==> src/rtl/alloc_port.sv <==
// Client front-end for the linked-memory allocator: queues rd/wr/alloc/free requests,
// range-checks them, issues one op per cycle and returns in-order responses.
module alloc_port #(
  parameter int          REQ_DEPTH = 4,
  parameter int          RSP_DEPTH = 4,
  parameter logic [15:0] BASE      = 16'h5000,
  parameter int          RAM_SIZE  = 256
) (
  input  logic        i_clk,
  input  logic        i_rst_n,
  input  logic        i_req_valid,
  output logic        o_req_ready,
  input  logic [1:0]  i_req_op,
  input  logic [15:0] i_req_addr,
  input  logic [15:0] i_req_data,
  output logic        o_rsp_valid,
  input  logic        i_rsp_ready,
  output logic [15:0] o_rsp_data,
  output logic        o_rsp_err,
  output logic        o_idle,
  output logic        o_al,
  output logic [15:0] o_adata,
  output logic        o_fr,
  output logic [15:0] o_faddr,
  output logic        o_wr,
  output logic [15:0] o_waddr,
  output logic [15:0] o_wdata,
  output logic        o_rd,
  output logic [15:0] o_raddr,
  input  logic [15:0] i_aaddr,
  input  logic [15:0] i_rdata
);

  typedef enum logic [1:0] {
    OP_RD = 2'b00,
    OP_WR = 2'b01,
    OP_AL = 2'b10,
    OP_FR = 2'b11
  } op_e;

  typedef struct packed {
    op_e         op;
    logic [15:0] addr;
    logic [15:0] data;
  } req_t;

  typedef struct packed {
    logic [15:0] data;
    logic        err;
  } rsp_t;

  typedef struct packed {
    logic        vld;
    op_e         op;
    logic        err;
    logic [15:0] addr;
  } flight_t;

  localparam int QAW = $clog2(REQ_DEPTH);
  localparam int SAW = $clog2(RSP_DEPTH);
  localparam int QCW = QAW + 1;
  localparam int SCW = SAW + 2;
  localparam logic [QCW-1:0] REQ_FULL    = QCW'(REQ_DEPTH);
  localparam logic [SCW-1:0] RSP_CREDITS = SCW'(RSP_DEPTH);
  localparam logic [16:0]    ADDR_LO     = {1'b0, BASE};
  localparam logic [16:0]    ADDR_HI     = ADDR_LO + 17'(RAM_SIZE);

  // ---------------- request FIFO ----------------
  req_t           req_mem [REQ_DEPTH];
  logic [QAW-1:0] req_wr_ptr, req_rd_ptr;
  logic [QCW-1:0] req_count;
  logic           req_accept;
  req_t           head;

  // ---------------- in-flight / response FIFO ----------------
  flight_t        flight;
  rsp_t           rsp_mem [RSP_DEPTH];
  logic [SAW-1:0] rsp_wr_ptr, rsp_rd_ptr;
  logic [SAW:0]   rsp_count;
  logic           rsp_push, rsp_pop;
  rsp_t           rsp_in;

  logic           in_range, head_err, credit_ok, issue;
  logic [SCW-1:0] credits_used;

  assign o_req_ready = (req_count < REQ_FULL);
  assign req_accept  = i_req_valid && o_req_ready;
  assign head        = req_mem[req_rd_ptr];

  always_ff @(posedge i_clk or negedge i_rst_n) begin
    if (!i_rst_n) begin
      req_wr_ptr <= '0;
      req_rd_ptr <= '0;
      req_count  <= '0;
    end else begin
      if (req_accept) req_wr_ptr <= req_wr_ptr + 1'b1;
      if (issue)      req_rd_ptr <= req_rd_ptr + 1'b1;
      case ({req_accept, issue})
        2'b10:   req_count <= req_count + 1'b1;
        2'b01:   req_count <= req_count - 1'b1;
        default: req_count <= req_count;
      endcase
    end
  end

  // NOTE: FIFO storage is not reset; validity comes from the reset counters, and
  // leaving the array out of the reset lets it map onto plain RAM/flops.
  always_ff @(posedge i_clk) begin
    if (req_accept) req_mem[req_wr_ptr] <= '{op: op_e'(i_req_op), addr: i_req_addr, data: i_req_data};
  end

  // Credit rule: every issued op already owns a response slot, so capture never overflows.
  assign credits_used = SCW'(rsp_count) + SCW'(flight.vld);
  assign credit_ok    = (credits_used < RSP_CREDITS);
  assign issue        = (req_count != '0) && credit_ok;

  assign in_range = ({1'b0, head.addr} >= ADDR_LO) && ({1'b0, head.addr} < ADDR_HI);
  assign head_err = (head.op != OP_AL) && !in_range;

  // NOTE: every output of this block gets a default first so no path infers a latch.
  always_comb begin
    o_rd    = 1'b0;
    o_wr    = 1'b0;
    o_al    = 1'b0;
    o_fr    = 1'b0;
    o_raddr = '0;
    o_waddr = '0;
    o_wdata = '0;
    o_adata = '0;
    o_faddr = '0;
    if (issue && !head_err) begin
      unique case (head.op)
        OP_RD: begin o_rd = 1'b1; o_raddr = head.addr; end
        OP_WR: begin o_wr = 1'b1; o_waddr = head.addr; o_wdata = head.data; end
        OP_AL: begin o_al = 1'b1; o_adata = head.data; end
        OP_FR: begin o_fr = 1'b1; o_faddr = head.addr; end
      endcase
    end
  end

  // Rejected ops still travel through the in-flight stage to keep responses in order.
  always_ff @(posedge i_clk or negedge i_rst_n) begin
    if (!i_rst_n) begin
      flight <= '0;
    end else begin
      flight.vld <= issue;
      if (issue) begin
        flight.op   <= head.op;
        flight.err  <= head_err;
        flight.addr <= head.addr;
      end
    end
  end

  always_comb begin
    rsp_in     = '0;
    rsp_in.err = flight.err;
    if (!flight.err) begin
      unique case (flight.op)
        OP_RD:   rsp_in.data = i_rdata;
        OP_AL:   rsp_in.data = i_aaddr;
        default: rsp_in.data = flight.addr;
      endcase
    end
  end

  assign rsp_push = flight.vld;
  assign rsp_pop  = o_rsp_valid && i_rsp_ready;

  always_ff @(posedge i_clk or negedge i_rst_n) begin
    if (!i_rst_n) begin
      rsp_wr_ptr <= '0;
      rsp_rd_ptr <= '0;
      rsp_count  <= '0;
    end else begin
      if (rsp_push) rsp_wr_ptr <= rsp_wr_ptr + 1'b1;
      if (rsp_pop)  rsp_rd_ptr <= rsp_rd_ptr + 1'b1;
      case ({rsp_push, rsp_pop})
        2'b10:   rsp_count <= rsp_count + 1'b1;
        2'b01:   rsp_count <= rsp_count - 1'b1;
        default: rsp_count <= rsp_count;
      endcase
    end
  end

  always_ff @(posedge i_clk) begin
    if (rsp_push) rsp_mem[rsp_wr_ptr] <= rsp_in;
  end

  // Head fields are gated so the outputs read zero whenever no response is presented.
  assign o_rsp_valid = (rsp_count != '0);
  assign o_rsp_data  = o_rsp_valid ? rsp_mem[rsp_rd_ptr].data : 16'h0000;
  assign o_rsp_err   = o_rsp_valid ? rsp_mem[rsp_rd_ptr].err  : 1'b0;
  assign o_idle      = (req_count == '0) && (rsp_count == '0) && !flight.vld;

endmodule

==> config.mk <==
export PLATFORM = sky130hd
export DESIGN_NAME = alloc_port
export DESIGN_NICKNAME = d
export VERILOG_FILES = /design/src/rtl/alloc_port.sv
export SDC_FILE = /design/constraint.sdc
export NUM_CORES = 1
export LEC_CHECK = 0
export CORE_ASPECT_RATIO = 1.75
export CORE_MARGIN = 2
export CORE_UTILIZATION = 35
export CTS_BUF_LIST = sky130_fd_sc_hd__clkbuf_4
export CTS_CLUSTER_SIZE = 25
export DETAILED_ROUTE_END_ITERATION = 7
export HOLD_SLACK_MARGIN = 0.12
export MAX_ROUTING_LAYER = met4
export PLACE_DENSITY_LB_ADDON = 0.3
export REMOVE_ABC_BUFFERS = 1
export SLEW_MARGIN = 15
export SYNTH_ARGS = -nofsm -noshare
export SYNTH_HDL_FRONTEND = slang
export SYNTH_SLANG_ARGS = --single-unit
==> constraint.sdc <==
create_clock -name i_clk -period 3.6 [get_ports i_clk]
set_clock_uncertainty 0.2 [all_clocks]
set_input_delay 0.36 -clock i_clk [delete_from_list [all_inputs] [get_ports i_clk]]
set_output_delay 0.36 -clock i_clk [all_outputs]
set_load 0.05 [all_outputs]
* Yosys cells after proc, flatten, opt, wreduce, memory -nomap -nowiden
Memories as Yosys holds them, arrays and structs flattened. Cells that the tools add are included.
Storage, ports and cells: logic and storage cells 81, memories kept 2, bits in writable memories 204, flip-flop bits (word level) 34, input port bits 70, output and inout port bits 104
Cells by class: equality and inequality tests 9, reduce and logical (&&, ||, !) cells 19, $add $sub $neg 9, $lt $le $gt $ge 4, muxes and demuxes 28
Memories:
- req_mem | depth 4, bits a word 34, rd ports 1, clocked after memory_dff 0, write ports 1, line 69 | req_t req_mem [REQ_DEPTH];
- rsp_mem | depth 4, bits a word 17, rd ports 1, clocked after memory_dff 0, write ports 1, line 77 | rsp_t rsp_mem [RSP_DEPTH];
Operators with widths (number):
- $mux 16 | 12
- $pmux 16 s2 | 1
- $ge 16x15->1 const B | 1
- $lt 16x15->1 const B | 1
- $mux 1 | 13
- $pmux 3 s2 | 2
- $eq 2x2->1 const B | 5
- $add 2x1->2 const B | 4
- $logic_and 1x1->1 | 8
- $add 3x1->3 const B | 2
- $eq 2x1->1 const B | 3
- $logic_not 3->1 | 2
- $reduce_bool 3->1 | 2
- $sub 3x1->3 const B | 2
- $add 3x1->4 | 1
- $logic_not 2->1 | 2
- $lt 4x3->1 const B | 1
- $reduce_bool 2->1 | 2
- $logic_not 1->1 | 3
- $lt 3x3->1 const B | 1
- $ne 2x2->1 const B | 1

* Logic depth before layout (Yosys ltp)
Gate-level depths: netlist (run 1). An unclocked memory read counts as a cell.
word-level depth 8, depth in mapped cells 12, depth with buffers taken out 9

* Least setup slack after synthesis (run 1)
Ideal clock, no wire load.
path type flip-flop to output port, start point register req_rd_ptr[0], end point output o_raddr[12], setup slack -395 ps, buffers on the path 3, required time 3040 ps, cell stages (with the launch flop) 7, arrival 3435 ps, path through dfrtp_1 -> buf_6 -> buf_4 -> mux4_2 -> nor4_1 -> clkbuf_1 -> nor4b_1
Between the ends: word-level cells in the longest chain between the ends 8, elaborated cells between the ends (all ways) 12, those cells by class order compare (2); eq/ne (1); mux (2); reduce/logical (6); memory (1)
RTL lines:
- start, declared | line 70 | logic [QAW-1:0] req_wr_ptr, req_rd_ptr;
- start signal, assigned | line 97 | if (issue) req_rd_ptr <= req_rd_ptr + 1'b1;
- $mem_v2 4x34 *
- $ge 16x15->1 or $lt 16x15->1 (tied branches) | line 117 | assign in_range = ({1'b0, head.addr} >= ADDR_LO) && ({1'b0, head.addr} < ADDR_HI);
- $logic_and 1x1->1 | line 117
- $logic_not 1->1 | line 118 | assign head_err = (head.op != OP_AL) && !in_range;
- $logic_and 1x1->1 | line 118
- $logic_not 1->1 | line 131 | if (issue && !head_err) begin
- $logic_and 1x1->1 | line 131
- $mux 16 * | line 131
- end, declared | line 29 | output logic [15:0] o_raddr,
Mark *: on every way between the ends. The rest lies on a longest branch, timed or not.

* Final worst setup path (run 1)
start point register req_rd_ptr[0], end point output o_wdata[11]
Between the ends: word-level cells in the longest chain between the ends 8, elaborated cells between the ends (all ways) 12, those cells by class order compare (2); eq/ne (2); mux (2); reduce/logical (5); memory (1)
RTL lines:
- $mem_v2 4x34 *
- $ge 16x15->1 or $lt 16x15->1 (tied branches) | line 117
- $logic_and 1x1->1 | line 117
- $logic_not 1->1 | line 118
- $logic_and 1x1->1 | line 118
- $logic_not 1->1 | line 131
- $logic_and 1x1->1 | line 131
- $mux 16 * | line 131
- end, declared | line 27 | output logic [15:0] o_wdata,
Marks and branches as above.

==> flow_summary.json, run 1 <==
{
  "status": "finished with violations",
  "violations": "negative setup slack",
  "power_density_nw_per_um2": 757,
  "synthToLayoutAreaGrowth_pct": 38.0,
  "arrival_ns": 3.06,
  "switchingPower_mw": 3.94,
  "period_share_pct": 101,
  "drt-initial-drc-count": 290,
  "tritoncts": "yes",
  "dp_hpwl_microns": 15900,
  "gp_congestion": 0.722,
  "die_w_microns": 132,
  "setup_viol": 24,
  "grt_pass1_wl_microns": 36100,
  "dieArea_sq_um": 30300,
  "place_area_sq_um": 12800,
  "nNetsFinal": 935,
  "r2r_slack_ns": 0.96,
  "max_freq_mhz": 276,
  "netlist_instances": 620,
  "ys_ff_latch": 238,
  "placementRows": 82,
  "portBuffers": 155,
  "final_area_sq_um": 13900,
  "comb_power_share_pct": 42.2,
  "io_pins": 174,
  "post-route-drc-count": 0,
  "cts_sinks": 238,
  "utilization_pct": 48.9,
  "cts_root_buf": "clkbuf_4",
  "seq_power_share_pct": 38.6,
  "cts_made_buffers": 52,
  "avgRoutedWirePerCell_microns": 18.2,
  "tightest_slew_ns": 1.05,
  "drive_above_1_share_pct": 29.4,
  "synth_seq_area_share_pct": 69.0,
  "p_int_mw": 6.62,
  "synth.distinct_cells": 34,
  "num_vias": 5966,
  "maxCapViolations": 0,
  "relSlewSlack_pct": 30.3,
  "yosys_warnings": 0,
  "htree_levels": 2,
  "endpoint_kind": "primary output",
  "critPathMaxFanout": 21,
  "core_sq_um": 28500,
  "grt_pass1_vias": 6517,
  "fin_ws_ns": -0.0222,
  "rsz0062_at_grt": "yes",
  "die_height_microns": 229,
  "start_util_pct": 35.4,
  "slew_violations": 0,
  "syn_area_per_cell_sq_um": 16.3,
  "cp-start-kind": "flip-flop",
  "drtAntennaViolNets": 0,
  "grt_antenna_before_repair": 1,
  "grt_max_degree": 34,
  "firstDrtPassIters": 7,
  "wirelength_microns": 23100,
  "worstHoldPathType": "input port to flip-flop",
  "clock_path_buffers": 3,
  "netSwitchingFraction_pct": 37.3,
  "ir_drop_v": 0.000415,
  "synth_area_sq_um": 10100,
  "vias_per_cell": 4.71,
  "worstPathRequired_ns": 3.04,
  "period_minus_slack_ns": 3.62,
  "crit_type": "flip-flop to primary output",
  "clk_pin_slew_worst_paths_ns": 0.07,
  "overflow": 0,
  "p_leak_nw": 5.23,
  "grt_usage_pct": 15.9,
  "finalHoldViolations": 0,
  "clkLatencyLatePin_ns": 0.67,
  "clkPwrFrac_pct": 19.2
}
==> worst paths after layout <==
check,from,endpoint,cells past startpoint
setup / recovery,req_rd_ptr[0],o_wdata[11],6
hold / removal,i_req_op[0],req_mem[2][32],1
setup reg to reg,rsp_count[2],rsp_count[2],8
hold reg to reg,rsp_rd_ptr[1],rsp_rd_ptr[1],1
max in group asynchronous,i_rst_n,req_rd_ptr[1],4
min in group asynchronous,i_rst_n,rsp_wr_ptr[0],3
==> power by group through the flow <==
stage | logic, mW | clock network (mW) | registers [mW]
finish | 4.46 | 2.02 | 4.08
global placement | 4.42 | 0 | 4.11
global route | 4.83 | 2.24 | 4.14
CTS | 4.55 | 2.12 | 4.08
floorplan | 2.67 | 0 | 4.19
detailed placement | 4.45 | 0 | 4.14
==> what timing repair did <==
item                                    in CTS  in global routing
endpoints found under the hold margin      166                  0
setup buffers                                5                  0
gates resized for setup                     20                 10
hold buffers                                36                  0
pin swaps                                    3                  3
endpoints found under the setup margin      64                 66
==> critical path, stage by stage (launching register included) <==
cell,delay (ns)
dfrtp_2,0.46
mux4_2,0.55
or4_4,0.60
nor3_4,0.19
buf_8,0.20
and3_1,0.22
buf_12,0.15
==> area by class of cell <==
| class | instances | area, sq um |
|---|---|---|
| inverter | 15 | 56.3 |
| timing repair buffer | 220 | 2850 |
| clock buffer | 78 | 586 |
| sequential | 238 | 6980 |
| antenna | 1 | 2.50 |
| multi-input combinational | 326 | 2930 |
| tap | 378 | 473 |
| clock inverter | 11 | 72.6 |
| fill | 2528 | 14600 |
==> routing by layer <==
metal / up-vias / share of wire [%] / global-route usage, %
li1: 2784 / - / -
met3: 28 / 5.2 / 3.46
met1: 2972 / 36 / 16.2
met4: 0 / 2.2 / 5.41
met2: 182 / 57 / 29.9
met5: - / 0 / -
==> kinds of logic after synthesis <==
logic type | Yosys count | share of synthesized area [%]
compound gates | 21 | 1.06
buf+inv | 73 | 3.85
other cells | 1 | 0.0371
xor+xnor | 12 | 1.04
simple gates | 195 | 10.3
mux | 68 | 13.1
flops | 238 | 69.0
fa+ha+maj | 12 | 1.63
==> state kept, by name, indices dropped and copies added, names as in the netlist <==
signal      flops
flight         19
req_count       3
req_mem       136
req_rd_ptr      2
req_wr_ptr      2
rsp_count       3
rsp_mem        68
rsp_push        1
rsp_rd_ptr      2
rsp_wr_ptr      2
==> cells in the mapped netlist, drive strengths merged <==
| cell type | n | area share, % |
|---|---|---|
| a21o | 1 | 0.074 |
| a21oi | 16 | 0.79 |
| and2 | 41 | 2.5 |
| and3 | 49 | 3.0 |
| buf | 32 | 2.3 |
| clkbuf | 26 | 0.98 |
| clkinv | 1 | 0.037 |
| conb | 1 | 0.037 |
| dfrtp | 34 | 8.4 |
| edfxtp | 204 | 61 |
| fa | 2 | 0.40 |
| ha | 10 | 1.2 |
| inv | 14 | 0.52 |
| mux2i | 17 | 1.7 |
| mux4 | 51 | 11 |
| nand2 | 54 | 2.0 |
| nand4bb | 1 | 0.11 |
| nor2 | 35 | 1.3 |
| nor2b | 1 | 0.062 |
| nor3 | 4 | 0.31 |
| nor3b | 1 | 0.074 |
| nor4 | 1 | 0.062 |
| nor4b | 5 | 0.58 |
| o21ai | 4 | 0.20 |
| or3 | 2 | 0.12 |
| or4 | 1 | 0.074 |
| xnor2 | 7 | 0.61 |
| xor2 | 5 | 0.43 |
==> through the flow <==
stage | power, mW | hold WS [ns] | instances | setup TNS (ns) | worst slack (ns)
after detailed placement | 8.59 | 0.265 | 1136 | 0 | 0.343
final | 10.6 | 0.187 | 1267 | -0.288 | -0.0222
after CTS | 10.8 | 0.126 | 1266 | -6.27 | -0.133
after floorplan | 6.86 | -0.136 | 579 | -83.22 | -2.30
after global routing | 11.2 | 0.140 | 1267 | -10.56 | -0.197
after global placement | 8.53 | 0.261 | 1136 | 0 | 0.390
==> placed cells by master (no fill, tap or decap), drive strengths merged <==
| cell | count |
|---|---|
| edfxtp | 204 |
| nor2b | 1 |
| and2 | 41 |
| conb | 18 |
| nor4b | 5 |
| ha | 10 |
| clkbuf | 78 |
| dfrtp | 34 |
| or3 | 2 |
| clkinv | 9 |
| dlygate4sd2 | 1 |
| a21oi | 16 |
| xor2 | 5 |
| inv | 15 |
| buf | 96 |
| nor3 | 4 |
| and3 | 49 |
| diode | 1 |
| dlygate4sd3 | 36 |
| clkinvlp | 1 |
| or4 | 1 |
| nand2 | 54 |
| mux2i | 17 |
| o21ai | 4 |
| bufinv | 1 |
| nor4 | 1 |
| a21o | 1 |
| clkdlybuf4s50 | 87 |
| nand4bb | 1 |
| mux4 | 51 |
| xnor2 | 7 |
| nor3b | 1 |
| nor2 | 35 |
| fa | 2 |
Note: power is estimated with default switching activity, not from simulation.
==> run 2, diff against run 1 <==
--- a/config.mk
+++ b/config.mk
@@ -7,7 +7,7 @@
 export LEC_CHECK = 0
 export CORE_ASPECT_RATIO = 1.75
 export CORE_MARGIN = 2
-export CORE_UTILIZATION = 35
+export CORE_UTILIZATION = 54
 export CTS_BUF_LIST = sky130_fd_sc_hd__clkbuf_4
 export CTS_CLUSTER_SIZE = 25
 export DETAILED_ROUTE_END_ITERATION = 7
@@ -15,7 +15,9 @@
 export MAX_ROUTING_LAYER = met4
 export PLACE_DENSITY_LB_ADDON = 0.3
 export REMOVE_ABC_BUFFERS = 1
+export SETUP_SLACK_MARGIN = 0.02
 export SLEW_MARGIN = 15
 export SYNTH_ARGS = -nofsm -noshare
 export SYNTH_HDL_FRONTEND = slang
 export SYNTH_SLANG_ARGS = --single-unit
+export TNS_END_PERCENT = 10
==> run 2 against run 1 <==
The flow still finishes with violations (negative setup slack). Worst setup slack got worse by 0.072 ns. Die area fell by 34%. Critical path depth rose by 4. First-iteration DRC count fell by 12%. Maximum frequency fell by 2.0%. Clock power rose by 4%. Hold slack got worse by 0.059 ns.
==> flow_summary.json, run 2 (synthesis results as in run 1) <==
{
  "power_density_nw_per_um2": 784,
  "drive_above_1_share_pct": 33.4,
  "die_height_microns": 185,
  "whs_ns": 0.128,
  "synthToLayoutAreaGrowth_pct": 35.1,
  "instances_no_fill": 1102,
  "relSlewSlack_pct": 28.6,
  "tightest_slew_ns": 1.07,
  "grt_pass1_vias": 6587,
  "fillers": 1106,
  "crit_slowest_cell": "mux4_2",
  "violations": "negative setup slack",
  "critPathMaxFanout": 8,
  "setup_viol": 42,
  "portBuffers": 155,
  "drt-initial-drc-count": 255,
  "firstDrtPassIters": 4,
  "drtAntennaViolNets": 0,
  "ir_drop_v": 0.000525,
  "p_leak_nw": 5.10,
  "largest_reg_flops": 136,
  "arrival_ns": 3.13,
  "dp_hpwl_microns": 14700,
  "slew_violations": 0,
  "grt_antenna_before_repair": 1,
  "vias_per_cell": 5.41,
  "tritoncts": "yes",
  "avgRoutedWirePerCell_microns": 20.1,
  "layout_commonest_cell": "edfxtp_1",
  "endpoint_kind": "primary output",
  "mostFrequentLayoutCells": "204 x edfxtp_1, 88 x clkdlybuf4s50_1, 71 x clkbuf_4",
  "worstHoldPathType": "input port to async pin",
  "grt_usage_pct": 22.7,
  "core_sq_um": 18500,
  "nNetsFinal": 904,
  "cts_made_buffers": 50,
  "max_freq_mhz": 271,
  "maxCapViolations": 0,
  "dieArea_sq_um": 19900,
  "crit_buf_inv": 6,
  "crit_path_frequent_cell": "buf_6",
  "dp.cells": 991,
  "fin_ws_ns": -0.0944,
  "clk_pin_slew_worst_paths_ns": 0.07,
  "crit_type": "flip-flop to primary output",
  "die_w_microns": 107,
  "max_stage_delay_ns": 0.52,
  "io_pins": 174,
  "post-route-drc-count": 0,
  "grt_max_degree": 35,
  "num_vias": 5965,
  "clkLatencyLatePin_ns": 0.63,
  "top_register": "req_mem",
  "cts_root_buf": "clkbuf_4",
  "wirelength_microns": 22200,
  "status": "finished with violations",
  "htree_levels": 2,
  "cts_sinks": 238,
  "critPathTopFamily": "buffers and inverters",
  "start_util_pct": 54.6,
  "cp-start-kind": "flip-flop",
  "period_minus_slack_ns": 3.69,
  "finalHoldViolations": 0,
  "gp_congestion": 0.774,
  "path_cells": "buf_6 > buf_12 > mux4_2 > nand4bb_4 > buf_6 > nor3_4 > buf_6 > clkbuf_16 > and3_4 > buf_12",
  "reg.largest.list": "req_mem x136, rsp_mem x68, flight x19",
  "worstPathRequired_ns": 3.04,
  "clock_path_buffers": 3,
  "period_share_pct": 103,
  "rsz0062_at_grt": "yes",
  "placementRows": 66,
  "grt_pass1_wl_microns": 33300,
  "overflow": 0
}
-- run 2: cell count changes in the layout (fill, tap and decap cells not counted), moves of 2 or more --
cell	change
dlygate4sd3_1	-35
and3_1	-20
and3_4	+19
buf_6	+7
clkbuf_4	-7
clkinv_1	+7
and2_1	-4
and2_4	+4
clkinv_2	+3
buf_12	-2
bufinv_16	+2
-- run 2: final cells by class --
type,instances,area [sq um],area share (%)
antenna,2,5.00,0.0367
clock buffer,71,533,3.90
clock inverter,21,163,1.19
inverter,15,56.3,0.412
multi-input combinational,326,3040,22.3
sequential,238,6980,51.1
tap,238,298,2.18
timing repair buffer,191,2580,18.9
-- run 2: worst paths after layout --
check / cells past startpoint / slack, ns / startpoint / end
setup / recovery: 10 / -0.09 / req_rd_ptr[0] / o_faddr[3]
hold reg to reg: 2 / 0.28 / flight[6] / flight[6]
setup reg to reg: 8 / 0.88 / rsp_count[2] / rsp_count[2]
hold / removal: 2 / 0.13 / i_rst_n / req_count[1]
min in group i_clk: 1 / 0.16 / i_req_data[13] / req_mem[1][13]
max in group asynchronous: 2 / 2.52 / i_rst_n / req_rd_ptr[0]
-- run 2: layer usage --
| layer | vias to the layer above | global-route usage (%) | wire length (microns) |
|---|---|---|---|
| met5 | - | - | 0 |
| met4 | 0 | 8.62 | 435 |
| met3 | 40 | 4.26 | 1210 |
| met2 | 211 | 41.6 | 12600 |
| met1 | 2981 | 24.0 | 7890 |
| li1 | 2733 | - | - |
-- run 2: power by group --
group,total [mW],switching (mW),internal [mW],leakage (nW)
clock,2.11,0.975,1.13,0.407
sequential,4.11,0.406,3.71,2.28
combinational,4.49,2.59,1.90,2.42
total,10.7,3.97,6.74,5.10
-- run 2: stage by stage --
step	utilization [%]	setup TNS [ns]	instance area (sq um)	worst slack, ns	power [mW]
final	73.8	-2.70	13700	-0.0944	10.7
after floorplan	-	-83.22	9840	-2.30	6.86
after CTS	73.3	-2.36	13600	-0.0689	10.7
after detailed placement	67.7	0	12500	0.373	8.43
after global routing	73.8	-8.99	13700	-0.229	11.3
after global placement	67.7	0	12500	0.428	8.24
-- run 2: worst register-to-register path: stages (launching register included) --
cell and delay, ns:
dfrtp_1 0.47, or3_1 0.53, and2_1 0.28, ha_1 0.21
inv_1 0.07, fa_1 0.37, xor2_1 0.15, nor2_1 0.12
xor2_1 0.22
-- run 2: timing repair --
action,4_1_cts,5_1_grt
buffers inserted,12,2
pin swaps,4,7
hold endpoints to repair,34,0
cloned,1,1
resized for setup,53,9
setup endpoints to repair,49,63
hold buffers,1,0
